## config.mk

```make
export PLATFORM = sky130hd
export DESIGN_NAME = uart_transmitter
export DESIGN_NICKNAME = d
export VERILOG_FILES = /design/src/rtl/uart_transmitter.sv
export SDC_FILE = /design/constraint.sdc
export NUM_CORES = 1
export LEC_CHECK = 0
export BUFFER_PORTS_ARGS = -buffer_cell sky130_fd_sc_hd__buf_4
export CAP_MARGIN = 20
export CORE_ASPECT_RATIO = 0.9
export CORE_MARGIN = 1
export CORE_UTILIZATION = 35
export DETAILED_ROUTE_END_ITERATION = 8
export MAX_ROUTING_LAYER = met4
export PLACE_DENSITY_LB_ADDON = 0.12
export SLEW_MARGIN = 30
export SYNTH_ARGS = -nofsm -noshare
export SYNTH_HDL_FRONTEND = slang
export SYNTH_SLANG_ARGS = --single-unit
```

## constraint.sdc

```tcl
create_clock -name baud_rate_signal -period 6.05 [get_ports baud_rate_signal]
set_input_delay 0.605 -clock baud_rate_signal [delete_from_list [all_inputs] [get_ports baud_rate_signal]]
set_output_delay 0.605 -clock baud_rate_signal [all_outputs]
set_load 0.03 [all_outputs]
```

## src/rtl/uart_transmitter.sv

```systemverilog
// uart_transmitter: FIFO-buffered UART transmitter, MSB-first frames clocked by the baud edge
module uart_transmitter #(
  parameter int FIFO_DEPTH = 4,
  parameter int STOP_BITS  = 1
) (
  input  logic                              baud_rate_signal,
  input  logic                              rst_n,
  input  logic [8:1]                        tx_data,
  input  logic                              tx_valid,
  output logic                              tx_ready,
  output logic                              uart_tx,
  output logic                              tx_busy,
  output logic [$clog2(FIFO_DEPTH+1)-1:0]   fifo_count
);
  localparam int AW = $clog2(FIFO_DEPTH);
  localparam int CW = $clog2(FIFO_DEPTH + 1);
  localparam logic [CW-1:0] FULL = CW'(FIFO_DEPTH);
  localparam logic [1:0] SB = 2'(STOP_BITS);
  typedef enum logic [1:0] {IDLE, START, DATA, STOP} state_t;
  state_t state, state_n;
  logic [8:1] mem [FIFO_DEPTH];
  logic [AW-1:0] wr_ptr, rd_ptr;
  logic [8:1] shift, shift_n;
  logic [3:0] bit_idx, bit_idx_n, prev_idx;
  logic [1:0] stop_cnt, stop_cnt_n;
  logic tx_n, push, pop, has_data;
  assign tx_ready = fifo_count != FULL;
  assign push     = tx_valid && tx_ready;
  assign has_data = fifo_count != '0;
  assign tx_busy  = state != IDLE;
  assign prev_idx = bit_idx - 4'd1;
  // FIFO storage; pointers alone define validity, so the array needs no reset
  always_ff @(posedge baud_rate_signal)
    if (push) mem[wr_ptr] <= tx_data;
  // FIFO pointers and occupancy; push and pop on one edge cancel in the count
  always_ff @(posedge baud_rate_signal or negedge rst_n)
    if (!rst_n) begin
      wr_ptr     <= '0;
      rd_ptr     <= '0;
      fifo_count <= '0;
    end else begin
      if (push) wr_ptr <= wr_ptr + 1'b1;
      if (pop) rd_ptr <= rd_ptr + 1'b1;
      if (push && !pop) fifo_count <= fifo_count + 1'b1;
      else if (pop && !push) fifo_count <= fifo_count - 1'b1;
    end
  // Frame sequencer; each state name is what the line carries during it
  always_comb begin
    state_n    = state;
    tx_n       = uart_tx;
    shift_n    = shift;
    bit_idx_n  = bit_idx;
    stop_cnt_n = stop_cnt;
    pop        = 1'b0;
    case (state)
      IDLE: begin
        tx_n = 1'b1;
        if (has_data) begin
          pop     = 1'b1;
          shift_n = mem[rd_ptr];
          tx_n    = 1'b0;
          state_n = START;
        end
      end
      START: begin
        state_n   = DATA;
        bit_idx_n = 4'd8;
        tx_n      = shift[8];
      end
      DATA: begin
        if (bit_idx == 4'd1) begin
          tx_n       = 1'b1;
          stop_cnt_n = 2'd1;
          state_n    = STOP;
        end else begin
          bit_idx_n = prev_idx;
          tx_n      = shift[prev_idx];
        end
      end
      STOP: begin
        if (stop_cnt < SB) stop_cnt_n = stop_cnt + 2'd1;
        else if (has_data) begin
          pop     = 1'b1;
          shift_n = mem[rd_ptr];
          tx_n    = 1'b0;
          state_n = START;
        end else begin
          tx_n    = 1'b1;
          state_n = IDLE;
        end
      end
      default: begin
        tx_n    = 1'b1;
        state_n = IDLE;
      end
    endcase
  end
  // Sequencer registers; reset drops any frame in flight and forces the line high
  always_ff @(posedge baud_rate_signal or negedge rst_n)
    if (!rst_n) begin
      state    <= IDLE;
      uart_tx  <= 1'b1;
      shift    <= '0;
      bit_idx  <= '0;
      stop_cnt <= '0;
    end else begin
      state    <= state_n;
      uart_tx  <= tx_n;
      shift    <= shift_n;
      bit_idx  <= bit_idx_n;
      stop_cnt <= stop_cnt_n;
    end
endmodule
```

# --- Word-level counts from Yosys, hierarchy flattened ---
# Memory sizes are Yosys's and may differ from the RTL's.
# Index checks and enable logic that the tools add are counted.
word_totals:
  latchBits: 0
  wordCells: 69
  memories: 1
  ram_bits: 32
  romBits: 0
  regBits: 24
  output_inout_bits: 6
  in_bits: 11
op_classes:
  n_addsub: 6
  div_mod_pow: 0
  muxes: 26
  reduce_logical: 16
  multipliers: 0
  n_lt_le_gt_ge: 2
  bitwise_logic: 0
  eq_ne: 10
  n_shift: 0
mem_list:
  columns: ["name", "depth", "width", "rd", "rd_clocked_by_memory_dff", "write_ports", "line_no", "text"]
  rows:
  - ["mem", 4, 8, 1, 0, 1, "21", "logic [8:1] mem [FIFO_DEPTH];"]
op_table:
  columns: ["cell", "count"]
  rows:
  - ["2-to-1 mux 8 bit", 2]
  - ["case mux 8 bit (2 select lines)", 1]
  - ["2-to-1 mux 2 bit", 5]
  - ["inequality test 2 bit, second input constant", 5]
  - ["nonzero test 2 bit", 5]
  - ["2-to-1 mux 1 bit", 9]
  - ["case mux 2 bit (4 select lines)", 1]
  - ["case mux 4 bit (2 select lines)", 1]
  - ["adder 2 x 1 -> 2 bit, second input constant", 3]
  - ["2-to-1 mux 3 bit", 2]
  - ["AND reduction 3 bit", 2]
  - ["< comparator 4 x 5 -> 1 bit, second input constant", 1]
  - ["binary-select mux 1 bit (select 4 bit)", 1]
  - ["== test 2 bit, second input constant", 2]
  - ["== test 4 x 1 -> 1 bit, second input constant", 1]
  - ["2-to-1 mux 4 bit", 1]
  - ["case mux 1 bit (4 select lines)", 1]
  - ["case mux 2 bit (2 select lines)", 1]
  - ["AND reduction 2 bit", 2]
  - ["subtractor 4 x 1 -> 4 bit, second input constant", 1]
  - ["adder 3 x 1 -> 3 bit, second input constant", 1]
  - ["logical AND 1 bit", 3]
  - ["inequality test 3 bit, second input constant", 1]
  - ["nonzero test 3 bit", 1]
  - ["other kinds (6)", 7]

# --- Depth between registers and ports, before layout ---
logic_depth:
  depth_word: 7
  ltp_mapped: 10
  ltp_nobuf: 10

# --- Worst setup path before layout ---
# OpenSTA, ideal clock, no wires.
synth_path:
  path_type: "register -> register"
  startpoint: "reg fifo_count[0]"
  endpoint: "reg fifo_count[2]"
  n_path_buf: 0
  t_required_ps: 5970
  t_arrival_ps: 2201
  period_less_slack_ps: 2282
  stages_incl_launch_ff: 10
  slack_ps: 3768
  setup_time_ps: 80
  cell_sequence: "dfrtp_1 > nor2_1 > nand2_1 > and2_0 > ha_1 > inv_1 > fa_1 > xor2_1 > nor2_1 > xor2_1"
synth_via:
  word_cells_on_any_way: 15
  cone_classes: "add/sub: 2; eq/ne: 1; mux: 5; reduce/logical: 7"
synth_rtl:
  columns: ["element", "line_no", "text"]
  rows:
  - ["start, declared", "13", "output logic [$clog2(FIFO_DEPTH+1)-1:0] fifo_count"]
  - ["start signal, assigned", "44", "if (push && !pop) fifo_count <= fifo_count + 1'b1;"]
  - ["start signal, assigned", "45", "else if (pop && !push) fifo_count <= fifo_count - 1'b1;"]
  - ["inequality test 3 bit (*)", "27", "assign tx_ready = fifo_count != FULL;"]
  - ["named net tx_ready", "10", "output logic tx_ready,"]
  - ["logical AND 1 bit (*)", "28", "assign push = tx_valid && tx_ready;"]
  - ["named net push", "26", "logic tx_n, push, pop, has_data;"]
  - ["logical NOT 1 bit", "45", null]
  - ["logical AND 1 bit", "45", null]
  - ["nonzero test 2 bit (no source line)", null, null]
# Mark *: on every way through the listed nets, which the timed path passes. The rest lies on a longest branch. The select of a mux whose other input is x is not followed.
# A chain may end at the register's enable or synchronous reset.

# --- Worst setup path in the final report ---
layout_path:
  startpoint: "reg state[0]"
  endpoint: "reg fifo_count[2]"
layout_via:
  elab_chain_len: 5
  word_cells_on_any_way: 8
  cone_classes: "eq/ne: 1; mux: 2; reduce/logical: 5"
layout_lines:
  columns: ["element", "line_no", "text"]
  rows:
  - ["start, declared", "20", "state_t state, state_n;"]
  - ["start signal, assigned", "107", "state <= state_n;"]
  - ["== test 2 bit / logical NOT 2 bit (equally long branches)", "55", "case (state)"]
  - ["case mux 1 bit (2 select lines) (*)", "55", null]
  - ["logical NOT 1 bit", "44", null]
  - ["logical AND 1 bit", "44", null]
  - ["2-to-1 mux 3 bit / nonzero test 2 bit (equally long branches)", null, null]
# Mark *: on every way between the ends. The rest lies on a longest branch, timed or not.

==> qor.txt <==
Initial antenna violation count = 0
Die Area = 7670 µm²
Maximum VDD drop = 0.301 mV
Critical Path AT = 2.68 ns
Core area = 7080 µm²
Critical Path Source Type = flip-flop
Clock-pin slew on the worst setup and hold paths = 0.11 ns
DRC = 0
H-tree levels = 2
Port Buffer Count = 16
Placement Rows = 29
Relative slew slack = 57.9%
Pin count of the biggest net entering global routing = 25
Grt ovf = 0
Chip width = 92.2 µm
RSZ-0062 raised after global routing = no
Fill count = 666
DP Area = 2780 µm²
Worst Path Max Fanout = 8
Worst setup EP type = flip-flop
Post-Syn Instances = 174
Syn Area/Cell = 14.7 µm²
Setup ws final = 3.60 ns
Total Power = 1.49 mW
Vias = 1447
Period minus WS final = 2.45 ns
Post_cts resized = 0
Vias per inst = 5.06
Hpwl dp = 3270 µm
Sequential cell area = 1560 µm²
Synth cell types = 42
Final Hold Fails = 0
Setup_tns = 0 ns
Clock Sinks = 56
Critical Path RT = 6.28 ns
Max Cap Viol = 0
Clk buf depth = 2
Final non-filler cell area = 2870 µm²
First-pass GRT wire length = 7440 µm
Die H = 83.2 µm
HP Class = in2async
Syn Nets = 199
EDFF count, synth = 32
DR pass1 iterations = 4
TritonCTS buffer count = 5
Max Fclk = 0.408 GHz
Synth-to-layout area growth = 12.1%
Top FF cell, synth = edfxtp_1
Placer Congestion = 0.799
Final setup violating endpoints = 0
Cell Area, Synth = 2560 µm²
Per-cell routed wire length = 15.9 µm
Initial DRC count = 46
Sequential fraction of the synthesis area = 61.0%
Clock skew = 0.0131 ns
Setup repair bufs after CTS = 0
TritonCTS clock tree = built
Synth warn = 0
Ys async rst share = 42.9%
Final ANT Viol Nets = 0
Worst slack, placed = 3.60 ns
Share of layout cells above drive strength 1 = 23.8%
Fin crit share = 40.5%
Starting Density = 36.2%
Outcome = complete, no violations
Ports = 17
Fin nets = 217
Antenna cells = 0
Drt total wl = 4540 µm
Area of the multi-input gates = 936 µm²
Number of global-route vias before repair = 1526
CP Class = reg2reg
Synth Register Bits = 56
Tightest Pin Transition = 0.631 ns
Post-cts hold buffer count = 0
Total GRT Usage = 13.2%
CTS root buf = clkbuf_8
Lkg Pwr = 1.10 nW
Clock latency on the worst-skew pair = 0.31 ns
Slew Limit Fails = 0
Cell Pwr Density = 520 nW/µm²
-- synthesized netlist by cell type (3+ instances only) --
library cell  count  share of area (%)
nor2_1            8                1.2
and3_1            5                1.2
dfrtp_1          23                 22
nand3_1           3               0.59
mux4_2            9                7.9
edfxtp_1         32                 37
xnor2_1           7                2.4
buf_2             3               0.59
nor3_1            3               0.59
mux2_2           10                4.4
ha_1             13                6.3
inv_1            11                1.6
nand2_1           8                1.2
o21ai_0           5               0.98
-- flip-flops by register name, indices dropped and copies added (netlist names) --
register and cells:
mem 32, shift 8, bit_idx 4, fifo_count 3, rd_ptr 2, state 2, stop_cnt 2, wr_ptr 2
uart_tx 1
-- final cells by class --
type	count	area share [%]
tap	93	4.05
inverter	11	1.44
timing repair buffer	16	4.18
clock inverter	3	0.958
multi-input combinational	102	32.6
clock buffer	5	2.40
sequential	56	54.4
-- power by group --
part	switching (mW)	internal [mW]
Clock	0.127	0.0852
Combinational	0.322	0.321
Sequential	0.107	0.533
Total	0.555	0.940
-- placed cells by master, fill, tap and decap left out, types with 5 or more instances in the layout --
master,count
dfrtp_1,23
inv_1,11
nand2_1,8
nor2_1,8
xnor2_1,7
mux2_2,10
clkbuf_8,5
and3_1,5
buf_4,16
mux4_2,9
edfxtp_1,32
ha_1,13
o21ai_0,5
-- routing by layer --
metal	up-vias	share of wire (%)	track usage [%]	routed length [µm]
met5	-	0	-	0
met4	0	1.2	4.12	53
met3	5	2.8	2.93	127
met2	23	52	22.1	2380
met1	743	44	15.9	1980
li1	676	-	-	-
-- path summary, 6_finish.rpt --
kind	start	to	slack, ns	depth (start not counted)
max	state[0]$_DFFE_PN0P_	fifo_count[2]$_DFFE_PN0P_	3.60	9
min	rst_n	shift[3]$_DFFE_PN0P_	0.17	1
max reg2reg	state[0]$_DFFE_PN0P_	fifo_count[2]$_DFFE_PN0P_	3.60	9
min reg2reg	shift[4]$_DFFE_PN0P_	shift[4]$_DFFE_PN0P_	0.52	1
max in group asynchronous	rst_n	uart_tx$_DFFE_PN1P_	5.59	1
min in group baud_rate_signal	tx_data[3]	mem[0][2]$_DFFE_PP_	0.49	1
-- stage by stage --
stage                     hold slack (ns)  cells  util [%]
final                               0.169    286      40.6
after global placement              0.485    278      39.2
after detailed placement            0.494    278      39.2
after CTS                           0.178    286      40.6
after floorplan                     0.309    174         -
after global routing                0.184    286      40.6
-- cells by family (layout without fill, tap and decap cells) --
logic type,count (synthesis),in the layout,share of synthesized area [%]
fa+ha+maj,14,14,7.13
compound gates,21,21,5.86
mux,20,20,12.7
buf+inv,16,35,2.49
flops,56,56,61.0
xor+xnor,9,9,3.08
simple gates,38,38,7.76
-- worst max-delay path, stage by stage, from the launching register on --
cell and delay [ns]:
dfrtp_1 0.42, ha_1 0.29, nor2b_1 0.17, o21ai_0 0.34
ha_1 0.26, inv_1 0.06, fa_1 0.37, xor2_1 0.17
nor2_1 0.12, xor2_1 0.18
Note: power is estimated with default switching activity, not from simulation.
